$ cat src/rtl/dpic_sram_arbiter.sv
// ---------------------------------------------------------------------------
// dpic_sram_arbiter
//
// Purpose:
//   Shares one single-cycle DPI-C SRAM port between two requesters.
//   Port 0 is instruction fetch and port 1 is load/store. Each port has a
//   valid/ready request channel and a valid/ready response channel. Each port
//   also has a one-entry registered response buffer. Arbitration is
//   round-robin by default.
//
// Configuration macro:
//   DPIC_SRAM_ARB_FIXED_PRIO_EN - when defined, port 1 always wins a conflict
//                                 and the priority pointer register is removed.
//
// Ports (index [p] selects port 0 or port 1):
//   i_clk           clock
//   i_rst           synchronous, active-high reset
//   i_req_valid[p]  request valid
//   i_req_addr[p]   request byte address
//   i_req_wmask[p]  byte write mask, 0 = read
//   i_req_size[p]   access size, log2 of bytes
//   i_req_wdata[p]  write data
//   o_req_ready[p]  request accepted this cycle (the grant)
//   o_resp_valid[p] response held in buffer
//   o_resp_rdata[p] response data, 0 for writes
//   i_resp_ready[p] consumer takes the response
//   o_sram_*        muxed SRAM access of the winning port
//   i_sram_rdata    SRAM read data, combinational in the access cycle
// ---------------------------------------------------------------------------
module dpic_sram_arbiter #(
    parameter int ADDR_WIDTH = 32,
    parameter int DATA_WIDTH = 32
) (
    input  logic                                 i_clk,
    input  logic                                 i_rst,
    input  logic [1:0]                           i_req_valid,
    input  logic [1:0][ADDR_WIDTH-1:0]           i_req_addr,
    input  logic [1:0][DATA_WIDTH/8-1:0]         i_req_wmask,
    input  logic [1:0][1:0]                      i_req_size,
    input  logic [1:0][DATA_WIDTH-1:0]           i_req_wdata,
    output logic [1:0]                           o_req_ready,
    output logic [1:0]                           o_resp_valid,
    output logic [1:0][DATA_WIDTH-1:0]           o_resp_rdata,
    input  logic [1:0]                           i_resp_ready,
    output logic                                 o_sram_en,
    output logic [ADDR_WIDTH-1:0]                o_sram_addr,
    output logic [DATA_WIDTH/8-1:0]              o_sram_wmask,
    output logic [1:0]                           o_sram_size,
    output logic [DATA_WIDTH-1:0]                o_sram_wdata,
    input  logic [DATA_WIDTH-1:0]                i_sram_rdata
);

    logic [1:0]                 r_resp_valid;
    logic [1:0][DATA_WIDTH-1:0] r_resp_rdata;
    logic [1:0]                 w_slot_free;
    logic [1:0]                 w_elig;
    logic [1:0]                 w_grant;
    logic                       w_sel;

`ifndef DPIC_SRAM_ARB_FIXED_PRIO_EN
    // Priority pointer: names the port that wins the next conflict.
    logic                       r_ptr;
`endif

    // A buffer can accept a new response if it is empty or drains this cycle;
    // nothing is eligible while reset is asserted.
    always_comb begin
        w_slot_free = ~r_resp_valid | i_resp_ready;
        if (i_rst) begin
            w_elig = 2'b00;
        end else begin
            w_elig = i_req_valid & w_slot_free;
        end
    end

    // Grant selection: single eligible port wins, conflicts resolved by policy.
    always_comb begin
        w_grant = 2'b00;
        case (w_elig)
            2'b01: w_grant = 2'b01;
            2'b10: w_grant = 2'b10;
            2'b11: begin
`ifdef DPIC_SRAM_ARB_FIXED_PRIO_EN
                w_grant = 2'b10;
`else
                if (r_ptr) begin
                    w_grant = 2'b10;
                end else begin
                    w_grant = 2'b01;
                end
`endif
            end
            default: w_grant = 2'b00;
        endcase
    end

    // Mux the winning request onto the SRAM port; idle bus is driven to zero.
    always_comb begin
        w_sel        = w_grant[1];
        o_req_ready  = w_grant;
        o_sram_en    = |w_grant;
        if (|w_grant) begin
            o_sram_addr  = i_req_addr[w_sel];
            o_sram_wmask = i_req_wmask[w_sel];
            o_sram_size  = i_req_size[w_sel];
            o_sram_wdata = i_req_wdata[w_sel];
        end else begin
            o_sram_addr  = '0;
            o_sram_wmask = '0;
            o_sram_size  = 2'b00;
            o_sram_wdata = '0;
        end
    end

    // Response buffers: load on grant (reads capture SRAM data, writes ack
    // with zero), clear on consume, otherwise hold.
    always_ff @(posedge i_clk) begin
        if (i_rst) begin
            r_resp_valid <= 2'b00;
            r_resp_rdata <= '0;
        end else begin
            for (int p = 0; p < 2; p++) begin
                if (w_grant[p]) begin
                    r_resp_valid[p] <= 1'b1;
                    if (|i_req_wmask[p]) begin
                        r_resp_rdata[p] <= '0;
                    end else begin
                        r_resp_rdata[p] <= i_sram_rdata;
                    end
                end else if (r_resp_valid[p] && i_resp_ready[p]) begin
                    r_resp_valid[p] <= 1'b0;
                end else begin
                    r_resp_valid[p] <= r_resp_valid[p];
                end
            end
        end
    end

`ifndef DPIC_SRAM_ARB_FIXED_PRIO_EN
    // Round-robin pointer: after a grant, the other port gets priority.
    always_ff @(posedge i_clk) begin
        if (i_rst) begin
            r_ptr <= 1'b0;
        end else if (|w_grant) begin
            r_ptr <= w_grant[0];
        end else begin
            r_ptr <= r_ptr;
        end
    end
`endif

    assign o_resp_valid = r_resp_valid;
    assign o_resp_rdata = r_resp_rdata;

endmodule

$ cat config.mk
export PLATFORM = sky130hd
export DESIGN_NAME = dpic_sram_arbiter
export DESIGN_NICKNAME = d
export VERILOG_FILES = /design/src/rtl/dpic_sram_arbiter.sv
export SDC_FILE = /design/constraint.sdc
export NUM_CORES = 1
export LEC_CHECK = 0
export CORE_AREA = 2 2 125 127
export CTS_CLUSTER_SIZE = 28
export DETAILED_ROUTE_END_ITERATION = 6
export DIE_AREA = 0 0 127 129
export GPL_ROUTABILITY_DRIVEN = 0
export PLACE_DENSITY = 0.77
export SETUP_SLACK_MARGIN = 0.2
export SLEW_MARGIN = 5
export SYNTH_ARGS = -nofsm -noshare
export SYNTH_HDL_FRONTEND = slang
export SYNTH_SLANG_ARGS = --single-unit
$ cat constraint.sdc
create_clock -name i_clk -period 3.9 [get_ports i_clk]
set_clock_uncertainty 0.2 [all_clocks]
set_input_delay 0.39 -clock i_clk [delete_from_list [all_inputs] [get_ports i_clk]]
set_output_delay 0.39 -clock i_clk [all_outputs]
set_load 0.01 [all_outputs]
After elaboration in Yosys (flattened, before gate mapping)
Cells that the tools add are included.
{"block": "word_totals", "output_inout_bits": 139, "register_bits": 67, "inputBits": 178, "wordCells": 40}
{"block": "classes", "reduce_logical": 7, "bitwise": 3, "magnitude_cmp": 1, "eq_ne": 3, "mux": 21}
{"operator": "two-way mux 32 bit", "count": 8}
{"operator": "two-way mux 4 bit", "count": 3}
{"operator": "two-way mux 2 bit", "count": 5}
{"operator": "OR reduction 4 bit", "count": 2}
{"operator": "case mux 2 bit (3 select lines)", "count": 1}
{"operator": "== test 2 bit (second input constant)", "count": 2}
{"operator": "two-way mux 1 bit", "count": 4}
{"operator": "nonzero test 2 bit", "count": 2}
{"operator": "bitwise AND 2 bit", "count": 1}
{"operator": "== test 2 x 1 -> 1 bit (second input constant)", "count": 1}
{"operator": "logical AND 1 bit", "count": 2}
{"operator": "less-than comparator 1 x 2 -> 1 bit (second input constant)", "count": 1}
{"operator": "NOT 2 bit", "count": 1}
{"operator": "bitwise OR 2 bit", "count": 1}
{"operator": "OR reduction 2 bit", "count": 1}

Longest topological paths before layout
Gate-level depths: netlist of run 1.
{"block": "logic_depth", "word_depth": 9, "mapped_depth": 6, "ltp_nobuf": 3}

Least setup slack after synthesis of run 1
No wires, ideal clock.
{"block": "synth_path", "path_type": "in2out", "startpoint": "input port i_resp_ready[0]", "endpoint": "output port o_sram_addr[0]", "t_required_ps": 3310, "path_buffers": 3, "cell_stages": 6, "slack_ps": 1839, "arrival_time_ps": 1471, "path_cell_list": "nand2b_4 > a311o_1 > buf_2 > buf_6 > buf_6 > o32ai_2"}
{"block": "synth_between", "elab_chain_cells": 8, "elab_cells_between_ends": 11, "cone_classes": "eq/ne: 3; mux: 5; bitwise: 2; reduce/logical: 1"}
{"element": "start, declared", "line": "44", "text": "input logic [1:0] i_resp_ready,"}
{"element": "bitwise OR 2 bit (*)", "line": "68", "text": "w_slot_free = ~r_resp_valid | i_resp_ready;"}
{"element": "bitwise AND 2 bit (*)", "line": "72", "text": "w_elig = i_req_valid & w_slot_free;"}
{"element": "two-way mux 2 bit (*)", "line": "69", "text": "if (i_rst) begin"}
{"element": "== test 2 bit / == test 2 x 1 -> 1 bit (equally long branches)", "line": "79", "text": "case (w_elig)"}
{"element": "case mux 2 bit (3 select lines) (*)", "line": "79"}
{"element": "two-way mux 32 bit (not written as such) (2 in series)", "line": "103", "text": "o_sram_addr = i_req_addr[w_sel];"}
{"element": "two-way mux 32 bit (*)", "line": "102", "text": "if (|w_grant) begin"}
{"element": "end, declared", "line": "46", "text": "output logic [ADDR_WIDTH-1:0] o_sram_addr,"}
Mark *: on every way between the ends. The rest lies on a longest branch, timed or not. The select of a mux whose other input is x is not followed.

Final worst setup path of run 1
{"block": "layout_path", "startpoint": "input port i_resp_ready[0]", "endpoint": "output port o_sram_addr[11]"}
Same word-level chain as after synthesis.

==> results of run 1 <==
final cells by class:
cell class | instances | area (um2)
Antenna cell | 1 | 2.50
Multi-Input combinational cell | 380 | 3140
Clock buffer | 13 | 280
Inverter | 72 | 270
Tap cell | 188 | 235
Clock inverter | 3 | 67.6
Fill cell | 1360 | 6300
Timing Repair Buffer | 338 | 3340
Sequential cell | 67 | 1340
power groups by stage:
stage | logic (mW) | registers (mW) | clock network [mW]
3_3_place_gp | 0.706 | 0.712 | 0
2_1_floorplan | 0.341 | 0.715 | 0
4_1_cts | 0.712 | 0.697 | 0.943
5_1_grt | 0.748 | 0.698 | 0.978
6_report | 0.706 | 0.697 | 0.923
3_5_place_dp | 0.708 | 0.712 | 0
worst register-to-register path, cell delays in order (launching register included):
cell and delay [ns]:
dfxtp_1 0.35, nor2b_2 0.25, a311o_2 0.46, buf_4 0.33, buf_4 0.46, mux2i_1 0.25
Yosys cell counts:
master    count  area (um2)
buf_4         6        45.0
dfxtp_1      67        1340
mux2i_1      64         641
a22oi_1       1        7.51
nand2b_4      1        13.8
nor2b_1      32         200
o311ai_4      1        26.3
buf_1         1        3.75
clkbuf_1     30         113
o32ai_2      60         976
nor4_2        2        25.0
o32ai_1      10        87.6
nor2_1        3        11.3
a311o_1       1        10.0
nand2b_1    135         845
nor2b_2       1        8.76
nand2_1      64         240
o21ai_0       1        5.00
nand3_1       1        5.00
buf_2        12        60.1
inv_1        72         270
a21oi_1       3        15.0
buf_6         7        78.8
worst paths after layout:
check,end,depth (start not counted)
setup / recovery,o_sram_addr[11],6
hold / removal,o_resp_rdata[49]$_SDFFE_PP0P_,2
setup reg to reg,o_resp_rdata[51]$_SDFFE_PP0P_,5
hold reg to reg,o_resp_rdata[49]$_SDFFE_PP0P_,2
stage by stage:
step / hold slack [ns] / instance area [um2] / instances
2_1_floorplan: 0.254 / 5030 / 575
3_3_place_gp: 0.259 / 8320 / 1045
4_1_cts: 0.275 / 8670 / 1061
5_1_grt: 0.293 / 8670 / 1061
3_5_place_dp: 0.265 / 8320 / 1045
6_report: 0.270 / 8670 / 1062
cells by family (layout without fill, tap and decap cells):
group	count (synthesis)	after routing
AO/OA/AOI/OAI	77	77
buffers and inverters	128	426
flip-flops	67	67
multiplexers	64	64
other	0	1
AND/OR/NAND/NOR	239	239
layer usage:
layer	routed length [um]	vias up	global-route usage [%]	share of wire, %
met5	0	-	0	0
met4	392	0	6.27	2.1
met3	1440	29	6.24	7.7
met2	8810	185	36.7	47
met1	8080	2315	27.4	43
li1	-	2494	-	-
sequential cells by signal, indices dropped and copies added (netlist names):
name / flops
o_resp_valid: 2
r_ptr: 1
o_resp_rdata: 64
==> run metrics, run 1 <==
status finished clean; warnings from Yosys 0; peak supply drop 243 uV; largest family of logic cells by synthesized area simple AND/OR/NAND/NOR gates; HP Class register to register; most common cell after layout, fill and taps aside clkdlybuf4s50_1; crit path time final 3.23 ns; final WL approximately 19 mm; H-Tree Depth 3; power per cell area approximately 270 nW/um2; WL/cell approximately 18 um; Post-CTS Setup Inserts 0; vias per inst between 4 and 5; worst slew pin tran a little under 0.8 ns; Die H 129 um; Leak Pwr about 3.4 nW; RSZ-0062 raised after global routing no; starting density of the core between 30% and 40%; final hold violations 0; Pint 1.73 mW; Setup TNS 0 ns; mux cell area share after synthesis 12.7%; GRT Overall Usage between 20% and 30%; critical path launch point i_resp_ready[0]; CP Cell Sequence clkdlybuf4s50_1 -> nand2b_4 -> a311o_2 -> buf_4 -> o32ai_2 -> clkdlybuf4s50_1; sequential area share after synthesis 26.7%; nets approximately 1000; CTS tree done; Post-DP HPWL 14.1 mm; adder-cell area share of the yosys netlist 0%; R2R setup slack ~1.5 ns; Hold Buf Count CTS 0; clk root buf clkbuf_16; peak fanout along the critical path 17; slowest cell delay on critical path ~0.6 ns; Area Growth Syn to Fin 72.5%; buffers added on ports between 300 and 400; Simple-Gate Fraction of Synth Area between 20% and 30%; I/O pin cnt around 320; total CTS buffers 9; vias in the first global route between 4000 and 5000; die area ~16000 um2; WP buf/inv 3; Critical Path RT 3.31 ns; post-synthesis compound-gate area fraction between 20% and 30%; # DRC 0; Sw Share 25.7%; Die X-Extent ~130 um; critical path class input port to output port; Gate power share between 30% and 40%; count of final max-slew check failures 0; CTS resizes 0; Cells after Synth roughly 580; Critical Path AT 2.64 ns; crit-path leading delay family buffers and inverters; Crit path top cell by count clkdlybuf4s50_1; Net Switching roughly 600 uW; r2r startpoint o_resp_valid[1]$_SDFFE_PP0P_; FMAX approximately 0.31 GHz; Flop pwr share between 30% and 40%; Avg Cell Area, Syn ~8.7 um2; via count between 5000 and 6000; post-synthesis register bit count 67; most frequent cells in the layout 315 x clkdlybuf4s50_1, 135 x nand2b_1, 72 x inv_1; total core area 15000 um2; initial antenna violation count 1; total gr overflow 0; Unique masters post-synth 23; kind of end point of the critical path output port; Routed Antenna Nets 0; Rows between 40 and 50; max_cap viols 0; Startpoint Class input port; Mapped Area approximately 5000 um2; slew margin rel. between 40% and 50%; layout cell share with drive strength beyond 1 about an eighth; Clk pwr share 39.7%; DRT Pass-1 Iters 4; worst hold path startpoint o_resp_rdata[49]$_SDFFE_PP0P_; Pwr Total about 2.3 mW; final worst slack ~0.67 ns; xor/xnor share of the synthesized area 0%; syn nets approximately 750; CP max-delay cell clkdlybuf4s50_1; largest net degree at the start of global routing between 100 and 150; final setup violating endpoints 0; dpl ws around 0.67 ns; clock sink count 67; starting DRC count in detailed routing around 240; first-pass GRT wire length between 20 and 30 mm; Util after Layout 57.9%; clk buf depth 2; Tcrit/Tclk final between 80 and 90%; clk slew on worst S/H paths about 0.06 ns; clk_lat worst skew ~0.33 ns
(Power assumes the default switching activity.)
==> run 2: changes to the inputs <==
- CORE_AREA: 2 2 125 127 -> not set
- CORE_MARGIN: not set -> 2
- CORE_UTILIZATION: not set -> 34
- DIE_AREA: 0 0 127 129 -> not set
- PLACE_DENSITY: 0.77 -> 0.81
- clock period: 3.9 -> 2.7 ns (I/O delays scaled with it)
==> run 2 against run 1 <==
Against the previous run: flip-flop and latch count did not move; register-to-register slack got worse by 1.0 ns; worst hold slack got worse by 0.12 ns; global-route usage rose by 0.50 points; core utilization rose by 1.7 points; wire length fell by 0.59%; critical path type unchanged.
==> run metrics, run 2 (synthesis results as in run 1) <==
status finished clean; final worst slack 0.241 ns (-0.430 ns); Pwr Total 3.26 mW (+40%); Startpoint Class input port; Hold Path Sink o_resp_valid[1]$_SDFFE_PP0P_; peak supply drop 453 uV (+87%); Die H 126 um (-2.6%); placed cell count 1054 (+0.86%); Largest register FFs 64 (unchanged); critical path class input port to output port; vias per inst 4.75 (+0.45%); total CTS buffers 9 (unchanged); power per cell area 377 nW/um2 (+41%); DRT Pass-1 Iters 4 (unchanged); Leak Pwr 3.62 nW (+7.3%); count of final max-slew check failures 0 (unchanged); H-Tree Depth 3 (unchanged); max_cap viols 0 (unchanged); R2R setup slack 0.49 ns (-1.04 ns); I/O pin cnt 317 (unchanged); GRT Overall Usage 22.3% (+0.50 points); HP Class input port to register; total gr overflow 0 (unchanged); FMAX a little over 0.4 GHz; clk root buf clkbuf_16; buffers added on ports 316 (unchanged); R2R Path End o_resp_rdata[10]$_SDFFE_PP0P_; first-pass GRT wire length 28.2 mm (+1.3%); Critical Path AT 1.99 ns (-0.65 ns); final hold violations 0 (unchanged); GR peak layer met2; Hold Buf Count CTS 0 (unchanged); via count 5150 (+2.5%); final setup violating endpoints 0 (unchanged); Rows 44 (-2.2%); Routed Antenna Nets 0 (unchanged); kind of end point of the critical path output port; r2r startpoint o_resp_valid[1]$_SDFFE_PP0P_; die area 15800 um2 (-3.7%); # DRC 0 (unchanged); post-route cell area 8630 um2 (-0.46%); Filler cells 1330 (-2.2%); Placed Area 8500 um2 (+2.2%); crit path time final between 2 and 2.5 ns; most frequent cells in the layout 241 x clkdlybuf4s50_1, 135 x nand2b_1, 72 x inv_1; Setup TNS 0 ns (unchanged); largest net degree at the start of global routing 77 (-25%); clk buf depth 2 (unchanged); worst slew pin tran 0.591 ns (-0.184 ns); layout cell share with drive strength beyond 1 22.0% (+10 points); RSZ-0062 raised after global routing yes; slew margin rel. 60.6% (+12 points); dpl ws -0.158 ns (-0.830 ns); initial antenna violation count 0 (-1); vias in the first global route 4959 (+2.8%); Tcrit/Tclk final 91.1%; nets 1073 (+2.6%); worst r2r path cells 7 (+2); total core area 14500 um2 (-3.3%); worst hold path startpoint i_resp_ready[1]; hold path depth 3 (+1); peak fanout along the critical path 10 (-7); grt met1 use 27.3% (-0.033 points); Critical Path RT 2.23 ns (-1.08 ns); GR met3 Demand/Resource 6.92% (+0.69 points); starting density of the core 34.7% (+1.2 points); Area Growth Syn to Fin 71.7%; Final Hold Slack 0.155 ns (-0.115 ns); starting DRC count in detailed routing 211 (-13%); Die X-Extent 126 um (-1.1%); CTS tree done; final WL 18.6 mm (-0.59%); clk_lat worst skew 0.32 ns (about the same); WL/cell 17.2 um (-2.6%); clk slew on worst S/H paths 0.05 ns (about the same); clock sink count 67 (unchanged); Util after Layout 59.6% (+1.7 points); Layout Cells excl Fill 1084 (+2.1%); Antenna Cells 0 (-1); M2 GR Usage 37.1% (+0.39 points); Post-DP HPWL 13.7 mm (-3.1%); most common cell after layout, fill and taps aside clkdlybuf4s50_1
run 2: cell count changes in the layout (fill, tap and decap cells not counted), sizes merged:
cell,before,now
clkdlybuf4s50,315,241
clkbuf,13,74
buf,23,52
clkdlybuf4s15,0,4
clkinv,0,2
dlygate4sd2,0,2
dlymetal6s2s,0,2
a311o,1,2
diode,1,0
run 2: worst max-delay path: stages:
cell	delay, ns
clkdlybuf4s50_1	0.46
nand2b_4	0.14
buf_6	0.12
o311ai_4	0.10
buf_12	0.16
buf_4	0.16
clkbuf_16	0.17
o32ai_1	0.23
clkbuf_2	0.18
run 2: final cells by class:
| type | count | area, um2 | share of cell area (%) |
|---|---|---|---|
| Multi-Input combinational cell | 381 | 3160 | 36.6 |
| Inverter | 72 | 270 | 3.13 |
| Timing Repair Buffer | 364 | 3320 | 38.5 |
| Tap cell | 184 | 230 | 2.67 |
| Clock buffer | 11 | 233 | 2.70 |
| Sequential cell | 67 | 1340 | 15.5 |
| Clock inverter | 5 | 77.6 | 0.898 |
run 2: power breakdown:
part	switching [mW]	leakage, nW	internal [mW]
clock network	0.424	0.150	0.805
registers	0.00697	0.541	1.00
logic	0.445	2.93	0.576
total	0.876	3.62	2.38
run 2: worst max path at each step:
| stage | start | endpoint | slack, ns |
|---|---|---|---|
| global placement | i_resp_ready[0] | o_sram_addr[8] | -0.16 |
| global route | i_resp_ready[0] | o_sram_addr[27] | 0.18 |
| floorplan | o_resp_valid[1]$_SDFFE_PP0P_ | o_sram_addr[22] | 0.78 |
| detailed placement | i_resp_ready[0] | o_sram_addr[8] | -0.16 |
| finish | i_resp_ready[0] | o_sram_addr[27] | 0.24 |
| CTS | i_resp_ready[0] | o_sram_addr[8] | 0.1 |
run 2: what timing repair did:
| item | in CTS | in global routing |
|---|---|---|
| cloned | 1 | 1 |
| pin swaps | 1 | 0 |
| resized for setup | 79 | 147 |
| setup buffers | 12 | 0 |
| endpoints found under the setup margin | 72 | 71 |
run 2: metal layers:
layer	part of all wire (%)	vias to the layer above	wire length [um]
li1	-	2548	-
met1	41	2350	7690
met2	47	216	8760
met3	8.4	36	1560
met4	3.2	0	595
met5	0	-	0
==> run 3: changes to the inputs <==
- CELL_PAD_IN_SITES_DETAIL_PLACEMENT: not set -> 1
- CELL_PAD_IN_SITES_GLOBAL_PLACEMENT: not set -> 2
- CORE_UTILIZATION: 34 -> 18
- SLEW_MARGIN: 5 -> 25
==> run 3 against run 2 <==
Against the previous run: non-clock buffer count shrank 9; combinational power grew 4%; sequential power is essentially flat; setup slack lost 0.060 ns; first-iteration DRC count shrank 31%; core utilization shrank 27 points; total power grew 0.79%; sequential share of layout area shrank 0.72 points; clock-buffer cell count shrank 1; cell area grew 4.7%; worst hold slack gained 0.12 ns.
==> run metrics, run 3 (synthesis results as in run 1) <==
status finished clean; CP Cell Sequence nor2b_2 -> o311ai_4 -> buf_12 -> buf_12 -> o32ai_2 -> dlygate4sd2_1; FMAX 0.397 GHz (-2.4%); critical path class register to output port; WL/cell 17.6 um (+2.5%); starting density of the core 18.2% (-17 points); final WL 22.3 mm (+20%); Rows 61 (+39%); Antenna Cells 0 (unchanged); Setup TNS 0 ns (unchanged); total core area 27600 um2 (+91%); peak supply drop 330 uV (-27%); layout cell share with drive strength beyond 1 16.5% (-5.5 points); most frequent cells in the layout 244 x clkdlybuf4s50_1, 135 x nand2b_1, 72 x inv_1; Max Used Layer met5; clock sink count 67 (unchanged); slew margin rel. 41.2% (-19 points); clk buf depth 2 (unchanged); total CTS buffers 9 (unchanged); HP Class register to register; # DRC 0 (unchanged); CP max-delay cell o311ai_4; clk slew on worst S/H paths 0.06 ns (about the same); largest net degree at the start of global routing 93 (+21%); count of final max-slew check failures 0 (unchanged); initial antenna violation count 3 (+3); final hold violations 0 (unchanged); kind of end point of the critical path output port; slowest cell delay on critical path 0.38 ns (-0.08 ns); dpl ws -0.139 ns (+0.0193 ns); Post-DP HPWL 16.5 mm (+20%); crit path time final 2.52 ns (+0.0595 ns); final setup violating endpoints 0 (unchanged); Die X-Extent 171 um (+36%); Placed Area 8760 um2 (+3.1%); die area 29300 um2 (+86%); crit-path leading delay family buffers and inverters; Critical Path AT 2.05 ns (+0.06 ns); Routed Antenna Nets 0 (unchanged); RSZ-0062 raised after global routing yes; Area Growth Syn to Fin 79.8%; buffers added on ports 316 (unchanged); GRT Overall Usage 14.1% (-8.3 points); Startpoint Class register; CTS tree done; vias per inst 4.08 (-14%); Critical Path RT 2.23 ns (about the same); post-route cell area 9040 um2 (+4.7%); Tcrit/Tclk final 93.3% (+2.2 points); Crit path top cell by count buf_12; clk_lat worst skew 0.34 ns (+0.02 ns); peak fanout along the critical path 15 (+5); power per cell area 363 nW/um2 (-3.8%); via count 5176 (+0.50%); most common cell after layout, fill and taps aside clkdlybuf4s50_1; clk root buf clkbuf_16; Largest register FFs 64 (unchanged); met2 WL 11.1 mm (+27%); Util after Layout 32.7% (-27 points); max_cap viols 0 (unchanged); starting DRC count in detailed routing 145 (-31%); I/O pin cnt 317 (unchanged); nets 1063 (-0.93%); DRT Pass-1 Iters 6 (+2); total gr overflow 0 (unchanged); H-Tree Depth 3 (unchanged); WP buf/inv 3 (-3); met1 WL 8.68 mm (+13%); first-pass GRT wire length 31.4 mm (+11%); vias in the first global route 5241 (+5.7%); Leak Pwr 3.67 nW (+1.3%); worst slew pin tran 0.882 ns (+0.291 ns); final worst slack 0.181 ns (-0.0595 ns); Die H 171 um (+36%); wire length on met3 2.11 mm (+35%)
run 3: cell type report:
class,count,area (um2)
clock buffers,10,239
clock inverters,6,65.1
fillers,3214,18600
inverters,72,270
multi-input cells,380,3180
flip-flops and latches,67,1340
well taps,378,473
repair buffers,355,3470
run 3: routing by layer:
metal / GRT usage, % / vias to the layer above
li1: - / 2531
met3: 5.07 / 24
met2: 25.0 / 192
met5: 0 / -
met4: 4.50 / 4
met1: 15.5 / 2425
run 3: worst min-delay path: stages, from the launching register on:
cell	delay (ns)
dfxtp_1	0.31
nand2b_1	0.06
mux2i_1	0.06
run 3: metrics by stage:
stage / std cells / hold slack [ns] / total power, mW
5_1_grt: 1268 / 0.300 / 3.43
2_1_floorplan: 575 / 0.231 / 1.53
4_1_cts: 1263 / 0.278 / 3.31
3_5_place_dp: 1247 / 0.267 / 2.12
3_3_place_gp: 1247 / 0.259 / 2.12
6_report: 1268 / 0.272 / 3.28
run 3: timing repair:
| action | in CTS | in global routing |
|---|---|---|
| buffers inserted | 0 | 2 |
| pin swaps | 0 | 1 |
| gates resized for setup | 82 | 67 |
| hold endpoints to repair | 0 | 0 |
| cloned | 0 | 3 |
| hold buffers | 0 | 0 |
| setup endpoints to repair | 72 | 61 |
run 3: path summary, 6_finish.rpt:
path | to | cells past startpoint | slack [ns] | from
hold reg to reg | o_resp_rdata[46]$_SDFFE_PP0P_ | 2 | 0.27 | o_resp_rdata[46]$_SDFFE_PP0P_
setup / recovery | o_sram_wmask[1] | 6 | 0.18 | o_resp_valid[1]$_SDFFE_PP0P_
hold / removal | o_resp_rdata[46]$_SDFFE_PP0P_ | 2 | 0.27 | o_resp_rdata[46]$_SDFFE_PP0P_
setup reg to reg | o_resp_rdata[1]$_SDFFE_PP0P_ | 6 | 0.53 | o_resp_valid[1]$_SDFFE_PP0P_
run 3: where the power goes:
group	switching, mW	total, mW	internal [mW]
Sequential	0.00691	1.01	1.00
Clock	0.477	1.22	0.739
Combinational	0.471	1.06	0.590
